`config.mk`:
```
export PLATFORM = sky130hd
export DESIGN_NAME = picomips_core_flat
export DESIGN_NICKNAME = d
export VERILOG_FILES = /design/src/rtl/picomips_core_if.sv /design/src/rtl/picomips_core.sv /design/src/flat_wrapper.sv
export SDC_FILE = /design/constraint.sdc
export NUM_CORES = 1
export LEC_CHECK = 0
export BUFFER_PORTS_ARGS = -buffer_cell sky130_fd_sc_hd__buf_2
export CORE_MARGIN = 2
export CORE_UTILIZATION = 35
export DETAILED_ROUTE_END_ITERATION = 8
export SLEW_MARGIN = 40
export SYNTH_ARGS = -nofsm -noshare
export SYNTH_HDL_FRONTEND = slang
export SYNTH_SLANG_ARGS = --single-unit
```
`constraint.sdc`:
```
create_clock -name Clock -period 7.15 [get_ports Clock]
set_input_delay 0 -clock Clock [delete_from_list [all_inputs] [get_ports Clock]]
set_output_delay 0 -clock Clock [all_outputs]
set_load 0.05 [all_outputs]
```
`src/rtl/picomips_core_if.sv`:
```
// picomips_core_if: valid/ready input and output streams of the picoMips core.
// The core connects through the master modport; the producer/consumer side
// (board I/O or a host) connects through the slave modport.
interface picomips_core_if #(
    parameter int DATA_W = 8
);
    logic [DATA_W-1:0] in_data;
    logic              in_valid;
    logic              in_ready;
    logic [DATA_W-1:0] out_data;
    logic              out_valid;
    logic              out_ready;

    modport master (
        input  in_data, in_valid, out_ready,
        output in_ready, out_data, out_valid
    );

    modport slave (
        output in_data, in_valid, out_ready,
        input  in_ready, out_data, out_valid
    );
endinterface

```
`src/rtl/picomips_core.sv`:
```
// picomips_core: parametrised accumulator-style CPU with a run-time loadable
// program memory, fractional multiply, branches, HALT and valid/ready I/O.
// Each instruction is fetched combinationally from mem[pc] and retires in one
// cycle unless an IN or OUT handshake stalls it.
module picomips_core #(
    parameter int DATA_W = 8,
    parameter int REG_AW = 4,
    parameter int PC_W   = 5
) (
    input  logic                       Clock,
    input  logic                       nReset,
    input  logic                       run,
    input  logic                       prog_we,
    input  logic [PC_W-1:0]            prog_addr,
    input  logic [4+REG_AW+DATA_W-1:0] prog_data,
    picomips_core_if.master            io,
    output logic                       halted,
    output logic [PC_W-1:0]            pc
);
    localparam int IW    = 4 + REG_AW + DATA_W;
    localparam int NREG  = 1 << REG_AW;
    localparam int DEPTH = 1 << PC_W;

    localparam logic [3:0] OP_ADD  = 4'd0;
    localparam logic [3:0] OP_SUB  = 4'd1;
    localparam logic [3:0] OP_MOV  = 4'd2;
    localparam logic [3:0] OP_ADDI = 4'd3;
    localparam logic [3:0] OP_MULI = 4'd4;
    localparam logic [3:0] OP_MUL  = 4'd5;
    localparam logic [3:0] OP_IN   = 4'd6;
    localparam logic [3:0] OP_OUT  = 4'd7;
    localparam logic [3:0] OP_JMP  = 4'd8;
    localparam logic [3:0] OP_BZ   = 4'd9;
    localparam logic [3:0] OP_BNZ  = 4'd10;
    localparam logic [3:0] OP_HALT = 4'd11;

    localparam logic [1:0] S_IDLE = 2'd0;
    localparam logic [1:0] S_RUN  = 2'd1;
    localparam logic [1:0] S_HALT = 2'd2;

    // Q1.(DATA_W-1) multiply: full signed product, keep the bits just below
    // the redundant sign bit; overflow (-1 * -1) wraps rather than saturates.
    function automatic logic signed [DATA_W-1:0] frac_mul(
        input logic signed [DATA_W-1:0] x,
        input logic signed [DATA_W-1:0] y
    );
        logic signed [2*DATA_W-1:0] xe;
        logic signed [2*DATA_W-1:0] ye;
        logic signed [2*DATA_W-1:0] p;
        xe = {{DATA_W{x[DATA_W-1]}}, x};
        ye = {{DATA_W{y[DATA_W-1]}}, y};
        p  = xe * ye;
        return p[2*DATA_W-2:DATA_W-1];
    endfunction

    logic [IW-1:0]            mem  [DEPTH];
    logic [DATA_W-1:0]        regs [NREG];
    logic [1:0]               state;

    logic [IW-1:0]            instr;
    logic [3:0]               op;
    logic [REG_AW-1:0]        rd;
    logic [REG_AW-1:0]        rs;
    logic [DATA_W-1:0]        fld;
    logic signed [DATA_W-1:0] a;
    logic signed [DATA_W-1:0] b;
    logic [PC_W-1:0]          pc_inc;
    logic [PC_W-1:0]          tgt;

    logic                     exec;
    logic                     to_idle;
    logic                     stall;
    logic                     wr_en;
    logic [DATA_W-1:0]        wr_val;
    logic                     do_out;
    logic                     do_halt;
    logic [PC_W-1:0]          pc_nxt;

    assign instr  = mem[pc];
    assign op     = instr[IW-1 -: 4];
    assign rd     = instr[DATA_W +: REG_AW];
    assign fld    = instr[DATA_W-1:0];
    assign rs     = fld[DATA_W-1 -: REG_AW];
    // Register 0 is reset to zero and never written, so it always reads zero.
    assign a      = regs[rd];
    assign b      = regs[rs];
    assign pc_inc = pc + 1'b1;
    assign tgt    = fld[PC_W-1:0];

    // Dropping run abandons whatever is executing, including a stalled IN/OUT.
    assign exec    = (state == S_RUN) && run;
    assign to_idle = !run && (state != S_IDLE);

    assign io.in_ready = exec && (op == OP_IN);
    assign halted      = (state == S_HALT);

    // Decode/execute: result, write enable, stall and next pc of the current instruction.
    always_comb begin
        wr_en   = 1'b0;
        wr_val  = a;
        stall   = 1'b0;
        do_out  = 1'b0;
        do_halt = 1'b0;
        pc_nxt  = pc_inc;
        case (op)
            OP_ADD:  begin wr_en = 1'b1; wr_val = a + b; end
            OP_SUB:  begin wr_en = 1'b1; wr_val = a - b; end
            OP_MOV:  begin wr_en = 1'b1; wr_val = b; end
            OP_ADDI: begin wr_en = 1'b1; wr_val = a + fld; end
            OP_MULI: begin wr_en = 1'b1; wr_val = frac_mul(a, fld); end
            OP_MUL:  begin wr_en = 1'b1; wr_val = frac_mul(a, b); end
            OP_IN: begin
                if (io.in_valid) begin
                    wr_en  = 1'b1;
                    wr_val = io.in_data;
                end else begin
                    stall = 1'b1;
                end
            end
            OP_OUT: begin
                if (io.out_valid && !io.out_ready) stall = 1'b1;
                else                               do_out = 1'b1;
            end
            OP_JMP:  pc_nxt = tgt;
            OP_BZ:   if (a == '0) pc_nxt = tgt;
            OP_BNZ:  if (a != '0) pc_nxt = tgt;
            OP_HALT: begin do_halt = 1'b1; pc_nxt = pc; end
            default: ;
        endcase
    end

    // Program memory: written only in idle/load mode, never reset.
    always_ff @(posedge Clock) begin
        if (!run && prog_we) mem[prog_addr] <= prog_data;
    end

    // Control FSM and program counter.
    always_ff @(posedge Clock or negedge nReset) begin
        if (!nReset) begin
            state <= S_IDLE;
            pc    <= '0;
        end else begin
            case (state)
                S_IDLE: begin
                    if (run) state <= S_RUN;
                    pc <= '0;
                end
                S_RUN: begin
                    if (!run) begin
                        state <= S_IDLE;
                        pc    <= '0;
                    end else if (!stall) begin
                        pc <= pc_nxt;
                        if (do_halt) state <= S_HALT;
                    end
                end
                S_HALT: begin
                    if (!run) begin
                        state <= S_IDLE;
                        pc    <= '0;
                    end
                end
                default: begin
                    state <= S_IDLE;
                    pc    <= '0;
                end
            endcase
        end
    end

    // Register file write-back; register 0 discards writes.
    always_ff @(posedge Clock or negedge nReset) begin
        if (!nReset) begin
            for (int i = 0; i < NREG; i++) regs[i] <= '0;
        end else if (exec && wr_en && (rd != '0)) begin
            regs[rd] <= wr_val;
        end
    end

    // Output register: a new OUT word wins over acceptance of the previous one.
    always_ff @(posedge Clock or negedge nReset) begin
        if (!nReset) begin
            io.out_data  <= '0;
            io.out_valid <= 1'b0;
        end else if (exec && do_out) begin
            io.out_data  <= a;
            io.out_valid <= 1'b1;
        end else if (to_idle || io.out_ready) begin
            io.out_valid <= 1'b0;
        end
    end
endmodule

```
`src/flat_wrapper.sv`:
```
// flat-port wrapper written by rule: the top's interface ports become plain ports
module picomips_core_flat 
#(
    parameter int DATA_W = 8,
    parameter int REG_AW = 4,
    parameter int PC_W   = 5
)
  (Clock, nReset, run, prog_we, prog_addr, prog_data, halted, pc, io_in_data, io_in_valid, io_out_ready, io_in_ready, io_out_data, io_out_valid);
  picomips_core_if #(.DATA_W(DATA_W)) io_i ();
  input  logic Clock;
  input  logic nReset;
  input  logic run;
  input  logic prog_we;
  input  logic [PC_W-1:0] prog_addr;
  input  logic [4+REG_AW+DATA_W-1:0] prog_data;
  output logic halted;
  output logic [PC_W-1:0] pc;
  input wire logic [$bits(io_i.in_data)-1:0] io_in_data;
  input wire logic [$bits(io_i.in_valid)-1:0] io_in_valid;
  input wire logic [$bits(io_i.out_ready)-1:0] io_out_ready;
  output wire logic [$bits(io_i.in_ready)-1:0] io_in_ready;
  output wire logic [$bits(io_i.out_data)-1:0] io_out_data;
  output wire logic [$bits(io_i.out_valid)-1:0] io_out_valid;
  assign io_i.in_data = io_in_data;
  assign io_i.in_valid = io_in_valid;
  assign io_i.out_ready = io_out_ready;
  assign io_in_ready = io_i.in_ready;
  assign io_out_data = io_i.out_data;
  assign io_out_valid = io_i.out_valid;
  picomips_core #(.DATA_W(DATA_W), .REG_AW(REG_AW), .PC_W(PC_W)) u_core (.Clock(Clock), .nReset(nReset), .run(run), .prog_we(prog_we), .prog_addr(prog_addr), .prog_data(prog_data), .io(io_i), .halted(halted), .pc(pc));
endmodule
```
==> impl_results.md <==
- Fin worst setup slack: -0.964 ns
- DIE WIDTH: 314 um
- FMAX: 123 MHz
- Clk slew on worst S/H paths: approximately 0.060 ns
- Worst path max stage delay: 0.53 ns
- Final Skew: 0.0312 ns
- H-tree levels: 3
- Most frequent CP cell: buf_4
- Initial antenna violation count: 1
- Ys flop type: edfxtp_1
- Ports: between 50 and 60
- CTS buffer count: 69
- Status: finished with violations
- Cell Area, Synth: 33600 um2
- Ys async rst share: 22.0%
- FP Rows: 113
- Root Buffer: clkbuf_16
- Endpoints failing hold: 0
- Dpl hpwl: 69000 um
- CTS tree: done
- Gr usage total: 20.3%
- RSZ-0062 raised after global routing: yes
- Routed via count: 22600
- CTS Sinks: 656
- Mapped Cells: 2462
- Crit path max-delay cell type: dfrtp_4
- CP Max Fanout: 7
- Seq/Total Area, Yosys: a little under three fifths
- Largest net degree at the start of global routing: 76
- Failing checks: negative setup slack
- Final Cycle Share: 113%
- Antenna viol nets, final: 0
- Final Max Slew Viols: 0
- Area of the core: 95200 um2
- Pre-antenna DRT Iters: 5
- Nets: 3096
- Top cell type's share of synthesized area: between 40% and 50%
- Synth-to-layout area growth: 26.4%
- Synth Net Count: 2665
- Min-Delay Path Class: in2reg
- Rel. slew slack: around 43%
- Top cells by area, synth: edfxtp_1, dfrtp_1, mux2i_1
- Clock Latency Late Sink: between 0.6 and 0.7 ns
- Min cycle time layout: 8.11 ns
- Synthesis-stage register bit count: 656
- GP Congestion: slightly below 1
- Critical Path Sink Type: flip-flop
- Initial Util: around a third
- Diode count: 0
- Total Routed Length: 100000 um
- Startpoint Class: flip-flop
- Yosys Warn Count: 0
- Gr ovfl total: 0
- Number of fillers in the final layout: between 8000 and 9000
- Vias per inst: around 5.4
- Maxcap violations: 0
- Most common cell in the netlist: edfxtp_1
- Vias in the first global route: 23400
- Die Span Y: 314 um
- Setup violators final: 120
- Worst-margin pin slew: between 0.8 and 0.9 ns
- DRC errors left: 0
- Synth top cells by count: edfxtp_1, mux2i_1, nor2_1
- Avg Cell Area, Syn: 13.7 um2
- WP data required: ~7.7 ns
- First-pass GRT wire length: 150000 um
- Share of layout cells above drive strength 1: 33.4%
- Dominant cell type by area after synthesis: edfxtp_1
- Unique masters post-synth: 93
- Average wire per standard cell: 23.8 um
- Setup TNS: -76.15 ns
- Max clock buf depth: 3
- CP arrival: between 8 and 9 ns
- CP Class: reg2reg
- Starting DRC count in detailed routing: 1924
- Post-synth EDFFs: 512
- # port buffers: 50
- Die ar.: 98500 um2
[worst paths after layout]
| kind | from | endpoint | slack [ns] | cells after the start |
|---|---|---|---|---|
| setup reg to reg | u_core.pc[2] | u_core.regs[47] | -0.96 | 35 |
| hold reg to reg | u_core.regs[122] | u_core.regs[122] | 0.41 | 0 |
| hold / removal | io_in_data[2] | u_core.regs[82] | 0.05 | 6 |
| min in group asynchronous | nReset | u_core.regs[109] | 0.43 | 3 |
| setup / recovery | u_core.pc[2] | u_core.regs[47] | -0.96 | 35 |
| max in group asynchronous | nReset | u_core.regs[21] | 5.69 | 4 |
[layer usage]
metal	vias to the layer above	GRT usage (%)	wire length, um
li1	9936	-	-
met2	834	33.1	47600
met5	-	0	13
met4	2	5.83	3080
met3	182	3.53	6530
met1	11700	27.7	42900
[placed cells by master (no fill, tap or decap), drive strengths merged, types with 19 or more instances in the layout]
cell	instances
a21oi	54
a221oi	21
a22oi	65
and2	26
buf	468
clkbuf	94
clkinv	22
dfrtp	144
dlygate4sd3	26
edfxtp	512
fa	102
ha	66
inv	158
mux2	79
mux2i	258
mux4	72
nand2	169
nand2b	19
nand3	35
nor2	221
o21ai	90
xnor2	28
[through the flow]
step / setup slack [ns] / hold WS (ns) / instance area (um2) / utilization [%] / instances
final: -0.964 / 0.0532 / 42500 / 44.7 / 4209
after detailed placement: -1.32 / 0.0590 / 37900 / 39.8 / 3988
after floorplan: -0.657 / -0.296 / 33800 / - / 2462
after global placement: -1.28 / 0.0493 / 37800 / 39.8 / 3988
after global routing: -1.19 / 0.0517 / 42500 / 44.7 / 4209
after CTS: -0.771 / 0.0381 / 41900 / 44.0 / 4199
[sequential cells by signal, indices dropped and copies added (netlist names)]
| name | count |
|---|---|
| u_core.state | 2 |
| u_core.regs | 128 |
| u_core.io.out_valid | 1 |
| u_core.pc | 5 |
| u_core.mem | 512 |
| u_core.io.out_data | 8 |
[logic make-up (layout without fill, tap and decap cells)]
logic type / Yosys count / in the layout / share of synthesized area [%]
flops: 656 / 656 / 56.5
simple gates: 564 / 564 / 7.67
mux: 409 / 409 / 15.2
compound gates: 330 / 330 / 7.04
buf+inv: 295 / 777 / 4.00
fa+ha+maj: 168 / 168 / 8.53
xor+xnor: 40 / 40 / 1.08
[repair_timing]
action                                  in CTS  in global routing
cloned                                      13                  2
hold endpoints to repair                   611                  0
hold buffers                                27                  0
setup buffers                               50                 12
endpoints found under the setup margin     120                120
pin swaps                                   62                 58
resized for setup                          254                124
[worst max-delay path, delay by kind of cell (launching register included)]
kind	cells	cell delay, ns
AOI/OAI and AO/OA	11	2.42
adders and majority gates	5	1.88
buffers and inverters	12	1.53
muxes	2	0.69
DFF	1	0.53
and+or+nand+nor	3	0.49
xor gates and xnor gates	2	0.48
[final cells by class]
cell class	count	area (um2)	area share (%)
sequential	656	19000	44.7
clock inverter	30	410	0.966
multi-input combinational	1511	14500	34.2
inverter	156	633	1.49
timing repair buffer	498	4470	10.5
timing repair inverter	1	16.3	0.0383
clock buffer	92	1860	4.38
tap	1265	1580	3.72
Power is left out: the tool's default activity adds up to more than one toggle a clock period on the data nets, which glitch-free logic cannot reach.
